--- config.mk ---
export PLATFORM = sky130hd
export DESIGN_NAME = timer_unit
export DESIGN_NICKNAME = d
export VERILOG_FILES = /design/src/rtl/timer_unit_pkg.sv /design/src/rtl/timer_unit_prescaler.sv /design/src/rtl/timer_unit.sv
export SDC_FILE = /design/constraint.sdc
export NUM_CORES = 1
export LEC_CHECK = 0
export ABC_AREA = 1
export ABC_CLOCK_PERIOD_IN_PS = 2300
export BUFFER_PORTS_ARGS = -buffer_cell sky130_fd_sc_hd__buf_2
export CAP_MARGIN = 20
export CORE_ASPECT_RATIO = 1.4
export CORE_UTILIZATION = 55
export DETAILED_ROUTE_END_ITERATION = 8
export PLACE_DENSITY = 0.81
export SYNTH_ARGS = -nofsm -noshare
export SYNTH_HDL_FRONTEND = slang
export SYNTH_SLANG_ARGS = --single-unit
--- constraint.sdc ---
create_clock -name clk -period 2.3 [get_ports clk]
set_input_delay 0.345 -clock clk [delete_from_list [all_inputs] [get_ports clk]]
set_output_delay 0.345 -clock clk [all_outputs]
set_load 0.005 [all_outputs]
--- src/rtl/timer_unit_pkg.sv ---
// -----------------------------------------------------------------------------
// timer_unit_pkg
// Shared definitions for the timer unit: FSM state encoding, register indices
// (addr[3:2]), CTRL bit positions and MODE encodings.
// -----------------------------------------------------------------------------
package timer_unit_pkg;

  typedef enum logic [1:0] {
    ST_IDLE = 2'd0,
    ST_LOAD = 2'd1,
    ST_CNT  = 2'd2,
    ST_INT  = 2'd3
  } state_t;

  // Register indices as decoded from addr[3:2]
  localparam logic [1:0] REG_CTRL     = 2'd0;
  localparam logic [1:0] REG_PRESET   = 2'd1;
  localparam logic [1:0] REG_COUNT    = 2'd2;
  localparam logic [1:0] REG_PRESCALE = 2'd3;

  // CTRL layout
  localparam int CTRL_W       = 4;
  localparam int CTRL_EN      = 0;
  localparam int CTRL_MODE_LO = 1;
  localparam int CTRL_MODE_HI = 2;
  localparam int CTRL_IM      = 3;

  // MODE encodings; 1x is treated like one-shot
  localparam logic [1:0] MODE_ONESHOT = 2'b00;
  localparam logic [1:0] MODE_RELOAD  = 2'b01;

  localparam int PRESCALE_W = 8;

  function automatic logic is_auto_reload(input logic [1:0] mode);
    return mode == MODE_RELOAD;
  endfunction

endpackage

--- src/rtl/timer_unit_prescaler.sv ---
// -----------------------------------------------------------------------------
// timer_prescaler
// Tick divider: while enable is high, tick asserts once every prescale+1
// cycles. clear restarts the division (used on LOAD).
// Ports:
//   clk, reset      clock, asynchronous active-high reset
//   clear           restart the divider
//   enable          divider advances only while high
//   prescale[7:0]   division ratio minus one
//   tick            combinational tick output
// -----------------------------------------------------------------------------
module timer_prescaler
  import timer_unit_pkg::*;
(
  input  logic                  clk,
  input  logic                  reset,
  input  logic                  clear,
  input  logic                  enable,
  input  logic [PRESCALE_W-1:0] prescale,
  output logic                  tick
);

  logic [PRESCALE_W-1:0] div_reg;

  // >= rather than == so that lowering prescale mid-count below the current
  // divider value yields a prompt tick instead of a 256-cycle wrap.
  assign tick = enable && (div_reg >= prescale);

  always_ff @(posedge clk or posedge reset) begin
    if (reset) begin
      div_reg <= '0;
    end else if (clear) begin
      div_reg <= '0;
    end else if (enable) begin
      div_reg <= tick ? '0 : div_reg + 1'b1;
    end
  end

endmodule

--- src/rtl/timer_unit.sv ---
// -----------------------------------------------------------------------------
// timer_unit
// Memory-mapped down-counting timer with interrupt. Registers (addr[3:2]):
//   0 CTRL     [0] EN, [2:1] MODE (00 one-shot, 01 auto-reload), [3] IM
//   1 PRESET   reload value
//   2 COUNT    current count (read-only)
//   3 PRESCALE 8-bit tick divider when TIMER_UNIT_PRESCALE_EN is defined,
//              otherwise reads 0 and ignores writes
// Ports:
//   clk, reset   clock, asynchronous active-high reset
//   addr         byte address (only [3:2] decoded)
//   sel, we      a write happens on cycles with sel & we
//   wdata        write data
//   rdata        combinational read data for addr[3:2]
//   irq          PENDING & IM
// Optional feature macro: TIMER_UNIT_PRESCALE_EN
// -----------------------------------------------------------------------------
module timer_unit
  import timer_unit_pkg::*;
#(
  parameter logic [31:0] RESET_PRESET = 32'h0
) (
  input  logic        clk,
  input  logic        reset,
  input  logic [31:0] addr,
  input  logic        sel,
  input  logic        we,
  input  logic [31:0] wdata,
  output logic [31:0] rdata,
  output logic        irq
);

  state_t             state_reg;
  logic [CTRL_W-1:0]  ctrl_reg;
  logic [31:0]        preset_reg;
  logic [31:0]        count_reg;
  logic               pending_reg;
  logic               tick;

  logic [1:0] reg_idx;
  logic       ctrl_wr;
  logic       preset_wr;
  logic       counting;
  logic       expire;
  logic       unused_addr_bits;

  assign reg_idx   = addr[3:2];
  assign ctrl_wr   = sel && we && (reg_idx == REG_CTRL);
  assign preset_wr = sel && we && (reg_idx == REG_PRESET);

  // Counting is live only while enabled and not yet at zero; expiry is the
  // CNT-state edge that moves to INT and raises PENDING.
  assign counting = (state_reg == ST_CNT) && ctrl_reg[CTRL_EN] && (count_reg != 32'd0);
  assign expire   = (state_reg == ST_CNT) && ctrl_reg[CTRL_EN] && (count_reg == 32'd0);

  assign unused_addr_bits = ^{addr[31:4], addr[1:0]};

`ifdef TIMER_UNIT_PRESCALE_EN
  logic [PRESCALE_W-1:0] prescale_reg;
  logic                  prescale_wr;

  assign prescale_wr = sel && we && (reg_idx == REG_PRESCALE);

  always_ff @(posedge clk or posedge reset) begin
    if (reset) begin
      prescale_reg <= '0;
    end else if (prescale_wr) begin
      prescale_reg <= wdata[PRESCALE_W-1:0];
    end
  end

  timer_prescaler u_prescaler (
    .clk      (clk),
    .reset    (reset),
    .clear    (state_reg == ST_LOAD),
    .enable   (counting),
    .prescale (prescale_reg),
    .tick     (tick)
  );
`else
  assign tick = 1'b1;
`endif

  // Control FSM plus register file. The CTRL write is placed after the FSM
  // so that a bus write beats the FSM's own EN clear in the same cycle.
  // PENDING set on expiry beats a simultaneous CTRL-write clear so that an
  // interrupt is never silently lost.
  always_ff @(posedge clk or posedge reset) begin
    if (reset) begin
      state_reg   <= ST_IDLE;
      ctrl_reg    <= '0;
      preset_reg  <= RESET_PRESET;
      count_reg   <= '0;
      pending_reg <= 1'b0;
    end else begin
      case (state_reg)
        ST_IDLE: begin
          if (ctrl_reg[CTRL_EN]) begin
            state_reg <= ST_LOAD;
          end
        end
        ST_LOAD: begin
          count_reg <= preset_reg;
          state_reg <= ST_CNT;
        end
        ST_CNT: begin
          if (!ctrl_reg[CTRL_EN]) begin
            state_reg <= ST_IDLE;
          end else if (count_reg == 32'd0) begin
            state_reg   <= ST_INT;
            pending_reg <= 1'b1;
          end else if (tick) begin
            count_reg <= count_reg - 32'd1;
          end
        end
        ST_INT: begin
          if (is_auto_reload(ctrl_reg[CTRL_MODE_HI:CTRL_MODE_LO])) begin
            state_reg   <= ST_LOAD;
            pending_reg <= 1'b0;
          end else begin
            ctrl_reg[CTRL_EN] <= 1'b0;
            state_reg         <= ST_IDLE;
          end
        end
        default: state_reg <= ST_IDLE;
      endcase

      if (ctrl_wr) begin
        ctrl_reg <= wdata[CTRL_W-1:0];
        if (!expire) begin
          pending_reg <= 1'b0;
        end
      end

      if (preset_wr) begin
        preset_reg <= wdata;
      end
    end
  end

  always_comb begin
    rdata = 32'h0;
    case (reg_idx)
      REG_CTRL:     rdata = {{(32-CTRL_W){1'b0}}, ctrl_reg};
      REG_PRESET:   rdata = preset_reg;
      REG_COUNT:    rdata = count_reg;
`ifdef TIMER_UNIT_PRESCALE_EN
      REG_PRESCALE: rdata = {{(32-PRESCALE_W){1'b0}}, prescale_reg};
`else
      REG_PRESCALE: rdata = 32'h0;
`endif
      default:      rdata = 32'h0;
    endcase
  end

  assign irq = pending_reg & ctrl_reg[CTRL_IM];

endmodule

# After elaboration in Yosys (flattened, before gate mapping)
# Index checks and enable logic that the tools add are counted.
[word_totals] n_memories=0 reg_bits=71 latchBits=0 ramBits=0 elab_cells=51 romBits=0 output_inout_bits=33
[op_classes] muxes=18 order_cmp=0 multipliers=0 n_bitwise=1 shifts=0 reduce_logical=13 div_mod_pow=0 addsub=1 n_eq_ne=12
[ops] op="$pmux W32 S4" n=1
[ops] op="$mux W32" n=2
[ops] op="$pmux W32 S2" n=1
[ops] op="$logic_not A32 Y1" n=1
[ops] op="$sub A32 B1 Y32 const B" n=1
[ops] op="$mux W1" n=9
[ops] op="$eq A2 B2 Y1 const B" n=4
[ops] op="$ne A2 B2 Y1 const B" n=4
[ops] op="$pmux W2 S4" n=1
[ops] op="$eq A2 B1 Y1 const B" n=3
[ops] op="$mux W2" n=3
[ops] op="$logic_and A1 B1 Y1" n=5
[ops] op="$logic_not A2 Y1" n=2
[ops] op="$reduce_and A2 Y1" n=2
[ops] op="$reduce_bool A2 Y1" n=2
[ops] op="$ne A3 B2 Y1 const B" n=1
[ops] op="$reduce_and A3 Y1" n=1
[ops] op="$pmux W1 S2" n=1
[ops] op="$and A1 B1 Y1" n=1

# Longest topological paths before layout
# Gate-level depths: netlist (run 1).
[depth] ltp_word=6 ltp_mapped=11

# Worst setup path after synthesis (run 1)
# Ideal clock, no wire load.
[synth_path] kind="reg-to-reg" start="reg count_reg[0]" end="reg count_reg[12]" slack_ps=690 required_ps=2182 arrival_time_ps=1491 path_stages_with_launch=10 path_buffers=0 synth_period_minus_slack_ps=1610 path_cell_list="dfrtp_1 inv_1 ha_1 nand2_1 nor2_1 nand3_1 nand3_1 o21ai_0 nand2_1 o21ai_2"
[synth_via] elab_chain_cells=4 word_cells_on_any_way=7 classes_between="1 x add/sub; 1 x eq/ne; 3 x mux; 2 x reduce/logical"
[synth_rtl] item="from (decl)" line_no="timer_unit.sv:36" rtl="logic [31:0] count_reg;"
[synth_rtl] item="from (signal assigned)" line_no="timer_unit.sv:103" rtl="count_reg <= preset_reg;"
[synth_rtl] item="from (signal assigned)" line_no="timer_unit.sv:113" rtl="count_reg <= count_reg - 32'd1;"
[synth_rtl] item="$sub A32 B1 Y32" line_no="timer_unit.sv:113"
[synth_rtl] item="$mux W32" line_no="timer_unit.sv:109" rtl="end else if (count_reg == 32'd0) begin"
[synth_rtl] item="$mux W32" line_no="timer_unit.sv:107" rtl="if (!ctrl_reg[CTRL_EN]) begin"
[synth_rtl] item="$pmux W32 S2" line_no="timer_unit.sv:96" rtl="case (state_reg)"
# Several ways; a longest one is shown, not always the timed one. The select of a mux whose other input is x is not followed.
# A chain may end at the register's enable or synchronous reset.

# Worst setup path after layout (run 1)
[layout_path] start="reg count_reg[0]" end="reg count_reg[10]"
# The elaborated chain is that of the path after synthesis.

==> results.tsv, run 1 <==
stage	metric	value	unit
sta	setup TNS	0	ns
clock_tree	CTS root buf	clkbuf_8	
logic_synthesis	ys async rst share	100	%
die	# IOs	101	
sta	worst hold slack	0.0323	ns
die	die width	77.9	um
global_route	global-route wire length before repair	19900	um
drt	DR vias	4487	
hold_path	Worst Hold Class	input pin to async pin	
logic_synthesis	Synth Cell Area	4430	um2
die	DIE AREA	8430	um2
drt	Post-Route WL	12100	um
die	Core ar.	7800	um2
die	Rows	38	
drt	initial drt markers	326	
sta	Final Hold Viols	0	
logic_synthesis	EDFF count, synth	0	
drt	Post-route DRC	0	
drt	Avg WL per Cell	15.1	um
logic_synthesis	ranking of synthesized cells by area	dfrtp_1 40%, nand2_1 13%, nor2_1 7.8%, nand3_1 7.0%, inv_1 6.5%	
global_route	GRT Total Usage	30.9	%
logic_synthesis	net count after synthesis	701	
sta	Final min period	2.11	ns
sta	period utilization	91.9	%
clock_tree	TritonCTS clock tree	done	
layout	area growth from synthesis to layout	14.4	%
critical_path	crit-path max cell delay	0.39	ns
critical_path	worst path required time	2.54	ns
power	Leak	2.53	nW
critical_path	reg-to-reg endpoint	count_reg[10]	
critical_path	Crit. End Element	flip-flop	
drt	drt pass-1 iters	5	
placed_design	Buffers on Ports	70	
critical_path	Crit path top cell by count	nand2_1	
sta	RSZ-0062 raised after global routing	no	
sta	clk_skew	0.00870	ns
global_route	initial antenna violation count	0	
run	max_cap viols	0	
logic_synthesis	post-synthesis sequential area ratio	40.1	%
clock_tree	# hold bufs at CTS	0	
critical_path	Critical Path AT	2.35	ns
clock_tree	clk slew on worst S/H paths	0.07	ns
sta	worst slew pin tran	0.684	ns
placed_design	gp weighted congestion	0.911	
logic_synthesis	ys flop type	dfrtp_1	
logic_synthesis	Yosys top cell by area	dfrtp_1	
logic_synthesis	syn_area_per_cell	7.03	um2
sta	number of max-slew violations in the final report	0	
critical_path	CP endpoint	count_reg[10]	
clock_tree	Sink Count	71	
critical_path	worst-path maximum fanout	45	
power	P per Cell Area	1130	nW/um2
global_route	largest net degree at the start of global routing	48	
critical_path	CP startpoint kind	flip-flop	
critical_path	RR Startpoint	count_reg[0]	
power	Peak VDD IR	0.755	mV
logic_synthesis	flops & latches, synth	71	
layout	number of diodes	0	
critical_path	CP Class	flip-flop to flip-flop	
clock_tree	total number of H-tree levels	3	
clock_tree	worst skew pair latency	0.37	ns
die	Die Y	108	um
critical_path	Worst path slowest cell	dfrtp_1	
critical_path	crit-path cells	inv_1 > ha_1 > nand2_1 > nor2_1 > nand2_2 > o21bai_4 > nand2_4 > nand2_1 > o21ai_2	
layout	Nets	770	
logic_synthesis	Synth top area share	40.1	%
status	status	finished clean	
die	Initial Util	56.9	%
critical_path	CP startpoint	count_reg[0]	
clock_tree	Clock Tree Buf Depth	2	
global_route	total congestion overflow	0	
clock_tree	CTS Buf Count	9	
sta	Max-Slew Margin vs Limit	54.4	%
sta	fmax	473	MHz
drt	Post-DRT Antenna Nets	0	
logic_synthesis	YS warnings	0	
placed_design	hpwl dp	8830	um
logic_synthesis	most common cell in the synthesized netlist	nand2_1	
global_route	vias in the first global route	4359	
layout	share of layout cells above drive strength 1	19.5	%
logic_synthesis	Post-Synthesis Cells	631	
logic_synthesis	Distinct cells, synth	32	
critical_path	r2r setup slk	0.19	ns
clock_tree	setup bufs post-CTS	0	
sta	number of setup violations in the final report	0	
logic_synthesis	synth cell count leaders	155 x nand2_1, 92 x nor2_1, 77 x inv_1	
drt	DR vias/cell	5.59	
critical_path	Worst Reg2Reg Path Length in Cells	9	
-- worst max-delay path, delay by kind of cell, from the launching register on --
kind	cells	cell delay, ns
AOI/OAI and AO/OA	2	0.24
adders and majority gates	1	0.18
buffers and inverters	1	0.20
DFF	1	0.39
and+or+nand+nor	5	0.94
-- per-stage QoR --
step / setup WS [ns] / cell area [um2] / power (W) / util, % / cells
after CTS: 0.207 / 5070 / 0.00570 / 65.0 / 803
final: 0.186 / 5070 / 0.00572 / 65.0 / 803
after global routing: 0.00474 / 5070 / 0.00617 / 65.0 / 803
after global placement: 0.249 / 4900 / 0.00467 / 62.9 / 789
after detailed placement: 0.213 / 4900 / 0.00479 / 62.9 / 789
after floorplan: 0.158 / 4430 / 0.00409 / - / 631
-- cells in the final DEF, fill, tap and decap left out --
cell type,instances
a21oi_1,28
a22oi_1,1
a31oi_1,1
buf_12,2
buf_2,70
buf_4,11
clkbuf_1,2
clkbuf_8,11
clkinv_1,2
clkinv_2,1
dfrtp_1,71
ha_1,2
inv_1,76
inv_2,1
mux2_2,2
nand2_1,154
nand2_2,2
nand2_4,1
nand3_1,62
nand3_2,15
nand4_1,7
nor2_1,90
nor2_2,6
nor2_4,1
nor3_1,1
o211ai_1,4
o21a_1,1
o21ai_0,34
o21ai_2,13
o21bai_4,1
o22ai_1,26
o31ai_1,1
o32ai_1,1
xor2_1,2
-- repair_timing --
item	in CTS	in global routing
endpoints found under the setup margin	0	2
gates resized for setup	0	1
endpoints found under the hold margin	0	0
-- power breakdown --
part / internal (W) / switching [W]
Clock: 0.000438 / 0.000468
Combinational: 0.000936 / 0.00178
Sequential: 0.00168 / 0.000420
Total: 0.00305 / 0.00266
-- final cells by class --
type | instances | area (um2)
Clock buffer | 13 | 159
Clock inverter | 1 | 5.00
Multi-Input combinational cell | 456 | 2240
Fill cell | 726 | 2730
Sequential cell | 71 | 1780
Tap cell | 100 | 125
Inverter | 79 | 297
Timing Repair Buffer | 83 | 473
-- cells by family after synthesis --
logic type / after synthesis / synth area share [%]
buffers and inverters: 104 / 9.65
xor gates and xnor gates: 2 / 0.395
muxes: 2 / 0.508
DFF: 71 / 40.1
adders and majority gates: 2 / 0.564
and+or+nand+nor: 339 / 33.6
AOI/OAI and AO/OA: 111 / 15.2
-- worst min-delay path by stage --
stage | start | to
floorplan | ctrl_reg[3] | ctrl_reg[3]
global placement | reset | preset_reg[6]
detailed placement | reset | preset_reg[6]
CTS | reset | preset_reg[11]
global route | reset | preset_reg[10]
finish | reset | preset_reg[10]
-- metal layers --
| layer | GRT usage [%] | vias up | part of all wire, % |
|---|---|---|---|
| met5 | 0 | - | 0 |
| met4 | 17.5 | 0 | 3.9 |
| met2 | 53.7 | 140 | 51 |
| met1 | 36.3 | 2120 | 41 |
| li1 | - | 2189 | - |
| met3 | 4.47 | 38 | 3.9 |
No activity file was read; power rests on OpenSTA's default activity.
==> inputs of run 2 (changes only) <==
- CORE_UTILIZATION: 55 -> 56
- CTS_BUF_LIST: default -> sky130_fd_sc_hd__clkbuf_8
- PLACE_DENSITY: 0.81 -> 0.82
==> run 2 against run 1 <==
Clock skew fell by 0.0017 ns. Register-to-register slack barely moved. Final cell count rose by 0.25%. Combinational power barely moved. Maximum frequency fell by 0.21%. Sequential power barely moved. Sequential share of layout area fell by 0.34 points. Non-clock buffer count did not move. Worst hold slack got worse by 0.015 ns. Global-route usage barely moved. Die area fell by 1.7%. Highest routed layer unchanged.
==> results.tsv, run 2 (same netlist as run 1, synthesis figures left out) <==
stage	metric	value	unit	change
status	status	finished clean		
global_route	GRT Total Usage	30.8	%	-0.049 points
layout	Nets	770		unchanged
die	Die Y	107	um	-0.88%
die	Initial Util	57.6	%	+0.70 points
drt	Post-route DRC	0		unchanged
layout	most common cell after layout, fill and taps aside	nand2_1		
critical_path	reg-to-reg endpoint	count_reg[11]		
sta	Final min period	2.12	ns	+0.00452 ns
drt	Avg WL per Cell	14.9	um	-1.2%
clock_tree	Clock Tree Buf Depth	2		unchanged
power	Leak	2.56	nW	+1.0%
critical_path	CP startpoint	count_reg[0]		
drt	initial drt markers	224		-31%
die	# IOs	101		unchanged
critical_path	Worst path slowest cell	dfrtp_1		
die	DIE AREA	8280	um2	-1.7%
drt	drt pass-1 iters	5		unchanged
drt	Post-DRT Antenna Nets	0		unchanged
clock_tree	TritonCTS clock tree	done		
sta	setup TNS	0	ns	unchanged
critical_path	CP top delay family	simple AND/OR/NAND/NOR gates		
critical_path	RR Startpoint	count_reg[0]		
critical_path	CP endpoint	count_reg[11]		
layout	area growth from synthesis to layout	15.5	%	
power	P per Cell Area	1170	nW/um2	+3.4%
critical_path	Worst path depth	9		unchanged
global_route	total congestion overflow	0		unchanged
drt	Post-Route WL	12000	um	-0.93%
clock_tree	# hold bufs at CTS	0		unchanged
sta	worst hold slack	0.0171	ns	-0.0152 ns
placed_design	gp weighted congestion	0.922		+1.2%
critical_path	worst-path maximum fanout	45		unchanged
clock_tree	Post-CTS Resized	0		unchanged
critical_path	crit-path cells	inv_1 > ha_1 > nand2_1 > nor2_1 > nand2_2 > o21bai_4 > nand2_4 > nand2_1 > o21ai_2		
placed_design	Buffers on Ports	70		unchanged
clock_tree	total number of H-tree levels	3		unchanged
sta	number of setup violations in the final report	0		unchanged
critical_path	worst path required time	2.53	ns	about the same
critical_path	Buf+Inv Stages, Crit Path	1		unchanged
drt	wl on met1	4910	um	-1.9%
critical_path	crit-path max cell delay	0.38	ns	about the same
layout	fin area	5120	um2	+0.99%
global_route	vias in the first global route	4253		-2.4%
clock_tree	CTS Buf Count	9		unchanged
global_route	largest net degree at the start of global routing	72		+50%
clock_tree	Sink Count	71		unchanged
clock_tree	clk slew on worst S/H paths	0.08	ns	about the same
critical_path	CP startpoint kind	flip-flop		
layout	number of diodes	0		unchanged
sta	worst slew pin tran	0.654	ns	-0.0304 ns
global_route	global-route wire length before repair	19700	um	-1.1%
critical_path	Critical Path AT	2.35	ns	about the same
sta	Max-Slew Margin vs Limit	56.4	%	+2.0 points
placed_design	Cell Area, Placed	4890	um2	-0.26%
critical_path	Crit path top cell by count	nand2_1		
clock_tree	worst skew pair latency	0.36	ns	about the same
sta	period utilization	92.1	%	+0.20 points
global_route	initial antenna violation count	0		unchanged
drt	highest metal used	met4		
drt	met3 WL	388	um	-17%
power	Peak VDD IR	0.708	mV	-6.2%
die	die width	77.2	um	-0.87%
sta	Final Hold Viols	0		unchanged
drt	DR vias	4447		-0.89%
die	Rows	38		unchanged
sta	RSZ-0062 raised after global routing	no		
drt	DR vias/cell	5.52		-1.1%
sta	fmax	472	MHz	-0.21%
layout	share of layout cells above drive strength 1	19.9	%	+0.37 points
drt	routed length on met2	6380	um	+3.8%
layout	commonest cells after routing, fill and taps aside	154 x nand2_1, 91 x nor2_1, 76 x inv_1, 71 x dfrtp_1, 70 x buf_2		
critical_path	r2r setup slk	0.18	ns	about the same
sta	number of max-slew violations in the final report	0		unchanged
placed_design	hpwl dp	8720	um	-1.2%
clock_tree	setup bufs post-CTS	0		unchanged
sta	clk_skew	0.00695	ns	-0.00175 ns
clock_tree	CTS root buf	clkbuf_8		
critical_path	CP Class	flip-flop to flip-flop		
critical_path	Crit. End Element	flip-flop		
run	max_cap viols	0		unchanged
die	Core ar.	7700	um2	-1.2%
hold_path	Worst Hold Class	input pin to async pin		
critical_path	Worst Reg2Reg Path Length in Cells	9		unchanged
-- run 2: cell count changes in the layout (fill, tap and decap cells not counted) --
| cell | previous run | this run |
|---|---|---|
| nor2_1 | 90 | 91 |
| clkinv_4 | 0 | 1 |
| buf_4 | 11 | 12 |
| nor2_2 | 6 | 5 |
| clkbuf_8 | 11 | 10 |
| buf_12 | 2 | 1 |
| inv_6 | 0 | 2 |
| clkbuf_1 | 2 | 0 |
| bufinv_16 | 0 | 2 |
-- run 2: worst min-delay path by stage --
stage | endpoint | slack (ns) | cells past startpoint
global placement | preset_reg[4] | 0.45 | 3
CTS | preset_reg[11] | 0.07 | 3
detailed placement | preset_reg[6] | 0.46 | 3
global route | preset_reg[6] | 0.09 | 3
floorplan | ctrl_reg[3] | 0.47 | 2
finish | preset_reg[6] | 0.02 | 3
-- run 2: per-layer routing --
metal	GRT usage [%]	up-vias
met5	0	-
li1	-	2196
met1	35.6	2098
met4	13.1	0
met3	4.15	27
met2	56.4	126
-- run 2: layout make-up --
type                            count  area, um2
Sequential cell                    71       1780
Inverter                           79        297
Clock buffer                       10        138
Multi-Input combinational cell    456       2230
Clock inverter                      6       91.3
Fill cell                         717       2580
Timing Repair Buffer               83        460
Tap cell                          100        125
-- run 2: worst reg2reg max path, stage by stage (launching register included) --
cell,delay [ns]
dfrtp_1,0.38
inv_1,0.19
ha_1,0.20
nand2_1,0.05
nor2_1,0.20
nand2_2,0.11
o21bai_4,0.18
nand2_4,0.37
nand2_1,0.24
o21ai_2,0.07
-- run 2: report_power, final --
part	leakage (nW)	switching [W]	internal, W
clock network	0.117	0.000527	0.000648
logic	1.61	0.00176	0.000940
registers	0.831	0.000417	0.00168
-- run 2: per-stage QoR --
stage	power, W	worst slack (ns)	utilization, %	instances
final	0.00597	0.181	66.5	805
after global routing	0.00644	0.0233	66.5	805
after CTS	0.00597	0.182	66.5	805
after detailed placement	0.00479	0.198	63.5	789
after global placement	0.00469	0.238	63.5	789
after floorplan	0.00409	0.158	-	631
==> inputs of run 3 (changes only) <==
- ABC_AREA: 1 -> default
- CAP_MARGIN: 20 -> default
- CTS_CLUSTER_DIAMETER: default -> 200
- PLACE_DENSITY: 0.82 -> 0.83
==> run 3 against run 2 <==
The run now ends with negative setup slack left. Core utilization rose by 8.2 points. Synthesized area shrank 6.2%. Synthesized cell count down 34%. Highest routed layer unchanged. Largest cell class unchanged. Clock skew shrank 0.0031 ns. Sequential power about the same. Worst setup slack worse by 0.38 ns. Register-to-register slack lost 0.38 ns.
==> results.tsv, run 3 <==
stage	metric	value	unit	change
critical_path	Crit. End Element	flip-flop		
run	max_cap viols	0		unchanged
layout	final cell count without fillers	624		-22%
sta	worst hold slack	0.0305	ns	+0.0133 ns
global_route	total congestion overflow	0		unchanged
logic_synthesis	net count after synthesis	487		-31%
drt	drt pass-1 iters	5		unchanged
drt	DR vias/cell	6.40		+16%
power	Sw Pwr	0.00252	W	-6.8%
layout	# fillers	521		-27%
layout	area of all sequential standard cells	1780	um2	unchanged
die	# IOs	101		unchanged
layout	share of layout cells above drive strength 1	40.8	%	+21 points
logic_synthesis	Synth top area share	42.7	%	+2.7 points
global_route	global-route wire length before repair	18800	um	-4.3%
clock_tree	CTS Buf Count	9		unchanged
drt	Post-DRT Antenna Nets	0		unchanged
power	Leak	2.34	nW	-8.5%
sta	number of max-slew violations in the final report	0		unchanged
sta	number of setup violations in the final report	33		+33
drt	routed length on met2	5760	um	-9.7%
sta	RSZ-0062 raised after global routing	yes		
power	combinational share of power	52.0	%	+6.7 points
die	Rows	36		-5.3%
drt	Post-route DRC	0		unchanged
die	die width	74.8	um	-3.1%
sta	fmax	400	MHz	-15%
global_route	initial antenna violation count	0		unchanged
sta	worst slew pin tran	0.560	ns	-0.0939 ns
power	P per Cell Area	1150	nW/um2	-1.1%
logic_synthesis	Post-Synthesis Cells	417		-34%
logic_synthesis	YS warnings	0		unchanged
clock_tree	TritonCTS clock tree	done		
clock_tree	clk slew on worst S/H paths	0.07	ns	about the same
drt	DR vias	3994		-10%
power	Internal	0.00357	W	+9.5%
drt	Avg WL per Cell	18.1	um	+22%
status	failing checks	negative setup slack		
clock_tree	worst skew pair latency	0.36	ns	about the same
clock_tree	Sink Count	71		unchanged
placed_design	Buffers on Ports	70		unchanged
logic_synthesis	post-synthesis sequential area ratio	42.7	%	+2.7 points
logic_synthesis	Yosys top cell by area	dfrtp_1		
drt	Post-Route WL	11300	um	-5.5%
critical_path	worst-path maximum fanout	8		-82%
critical_path	worst path required time	2.52	ns	about the same
logic_synthesis	most common cell in the synthesized netlist	dfrtp_1		
sta	clk_skew	0.00385	ns	-0.00311 ns
layout	area occupied by multi-input gates	2310	um2	+3.5%
critical_path	CP Class	flip-flop to flip-flop		
layout	number of diodes	0		unchanged
placed_design	cell count after placement	608		-23%
drt	initial drt markers	261		+17%
global_route	vias in the first global route	4014		-5.6%
clock_tree	Clock Tree Buf Depth	2		unchanged
drt	wl on met1	4660	um	-5.1%
hold_path	Worst Hold Class	input pin to async pin		
layout	area growth from synthesis to layout	27.2	%	
sta	Final min period	2.50	ns	+0.379 ns
sta	Final Hold Viols	0		unchanged
critical_path	CP startpoint kind	flip-flop		
clock_tree	total number of H-tree levels	3		unchanged
power	clock power share	13.8	%	-5.9 points
layout	most common cell after layout, fill and taps aside	dfrtp_1		
power	sequential share of power	34.2	%	-0.8 points
power	Net Sw Frac	41.4	%	-4.0 points
logic_synthesis	flops & latches, synth	71		unchanged
placed_design	gp weighted congestion	0.952		+3.2%
die	DIE AREA	7780	um2	-6.1%
status	status	complete, but fails checks		
placed_design	DP Worst Slack	-0.257	ns	-0.455 ns
placed_design	hpwl dp	7880	um	-9.7%
logic_synthesis	synth cell count leaders	71 x dfrtp_1, 35 x mux2_2, 29 x a22o_1, 29 x nor2_1, 26 x clkbuf_1		
logic_synthesis	ys async rst share	100	%	unchanged
logic_synthesis	syn_area_per_cell	9.97	um2	+42%
die	Initial Util	58.8	%	+1.2 points
sta	Final Worst Setup Slack	-0.198	ns	-0.379 ns
logic_synthesis	EDFF count, synth	0		unchanged
sta	period utilization	109	%	+16 points
drt	met3 WL	564	um	+45%
logic_synthesis	Synth Cell Area	4160	um2	-6.2%
power	Peak VDD IR	0.745	mV	+5.2%
logic_synthesis	Distinct cells, synth	45		+41%
critical_path	Critical Path AT	2.72	ns	+0.37 ns
global_route	largest net degree at the start of global routing	34		-53%
clock_tree	CTS root buf	clkbuf_8		
logic_synthesis	ys flop type	dfrtp_1		
die	Core ar.	7070	um2	-8.2%
layout	commonest cells after routing, fill and taps aside	71 x dfrtp_1, 70 x buf_2, 55 x buf_4, 35 x mux2_2, 29 x a22o_1		
drt	highest metal used	met4		
sta	Max-Slew Margin vs Limit	62.6	%	+6.2 points
logic_synthesis	ranking of synthesized cells by area	dfrtp_1 43%, mux2_2 9.5%, a22o_1 6.1%, o221ai_1 3.4%, nor2_1 2.6%		
global_route	GRT Total Usage	31.4	%	+0.61 points
die	Die Y	104	um	-3.1%
layout	Nets	597		-22%
[run 3: timing repair]
item | 4_1_cts | 5_1_grt
hold buffers | 0 | 0
gates resized for setup | 10 | 14
endpoints found under the setup margin | 34 | 33
pin swaps | 4 | 4
endpoints found under the hold margin | 0 | 0
buffers inserted | 1 | 2
[run 3: final timing paths]
kind / startpoint / endpoint / slack [ns] / cells past startpoint
max: count_reg[22] / count_reg[30] / -0.20 / 6
min: reset / preset_reg[8] / 0.03 / 2
max reg2reg: count_reg[22] / count_reg[30] / -0.20 / 6
min reg2reg: preset_reg[30] / preset_reg[30] / 0.53 / 1
max in group asynchronous: reset / count_reg[31] / 1.66 / 3
min in group clk: wdata[10] / preset_reg[10] / 0.21 / 2
[run 3: logic make-up after synthesis]
group / count (synthesis) / share of synthesized area, %
AOI/OAI and AO/OA: 132 / 25.0
adders and majority gates: 2 / 0.602
buffers and inverters: 47 / 5.09
DFF: 71 / 42.7
muxes: 40 / 10.7
and+or+nand+nor: 125 / 15.9
[run 3: stage by stage]
step / power [W] / TNS [ns] / utilization [%] / cell area, um2
2_1_floorplan: 0.00392 / -7.55 / - / 4200
3_3_place_gp: 0.00495 / -5.74 / 70.6 / 5000
3_5_place_dp: 0.00507 / -6.99 / 70.6 / 5000
4_1_cts: 0.00597 / -5.77 / 73.5 / 5200
5_1_grt: 0.00650 / -6.93 / 74.7 / 5290
6_report: 0.00610 / -4.73 / 74.7 / 5290
[run 3: final cells by class]
cell class / count / share of cell area (%)
repair buffers: 134 / 16.7
clock buffers: 10 / 2.60
well taps: 95 / 2.25
clock inverters: 3 / 0.260
inverters: 12 / 0.852
multi-input cells: 299 / 43.7
flip-flops and latches: 71 / 33.6
[run 3: worst max-delay path, stage by stage, from the launching register on]
cell and delay (ns):
dfrtp_1 0.38, or4_4 0.53, or4_4 0.44, or4_4 0.52, buf_6 0.18, o221ai_2 0.17, o211ai_1 0.13
[run 3: power groups by stage]
stage | Clock, W | Sequential (W) | Combinational, W
after floorplan | 0 | 0.00205 | 0.00187
after global placement | 0 | 0.00207 | 0.00288
after detailed placement | 0 | 0.00210 | 0.00298
after CTS | 0.000850 | 0.00208 | 0.00304
after global routing | 0.000907 | 0.00215 | 0.00344
final | 0.000838 | 0.00209 | 0.00317
[run 3: metal layers]
metal	vias to the layer above	GRT usage, %
met4	0	15.9
met5	-	0
met1	1974	39.5
met2	153	50.8
li1	1839	-
met3	28	5.33
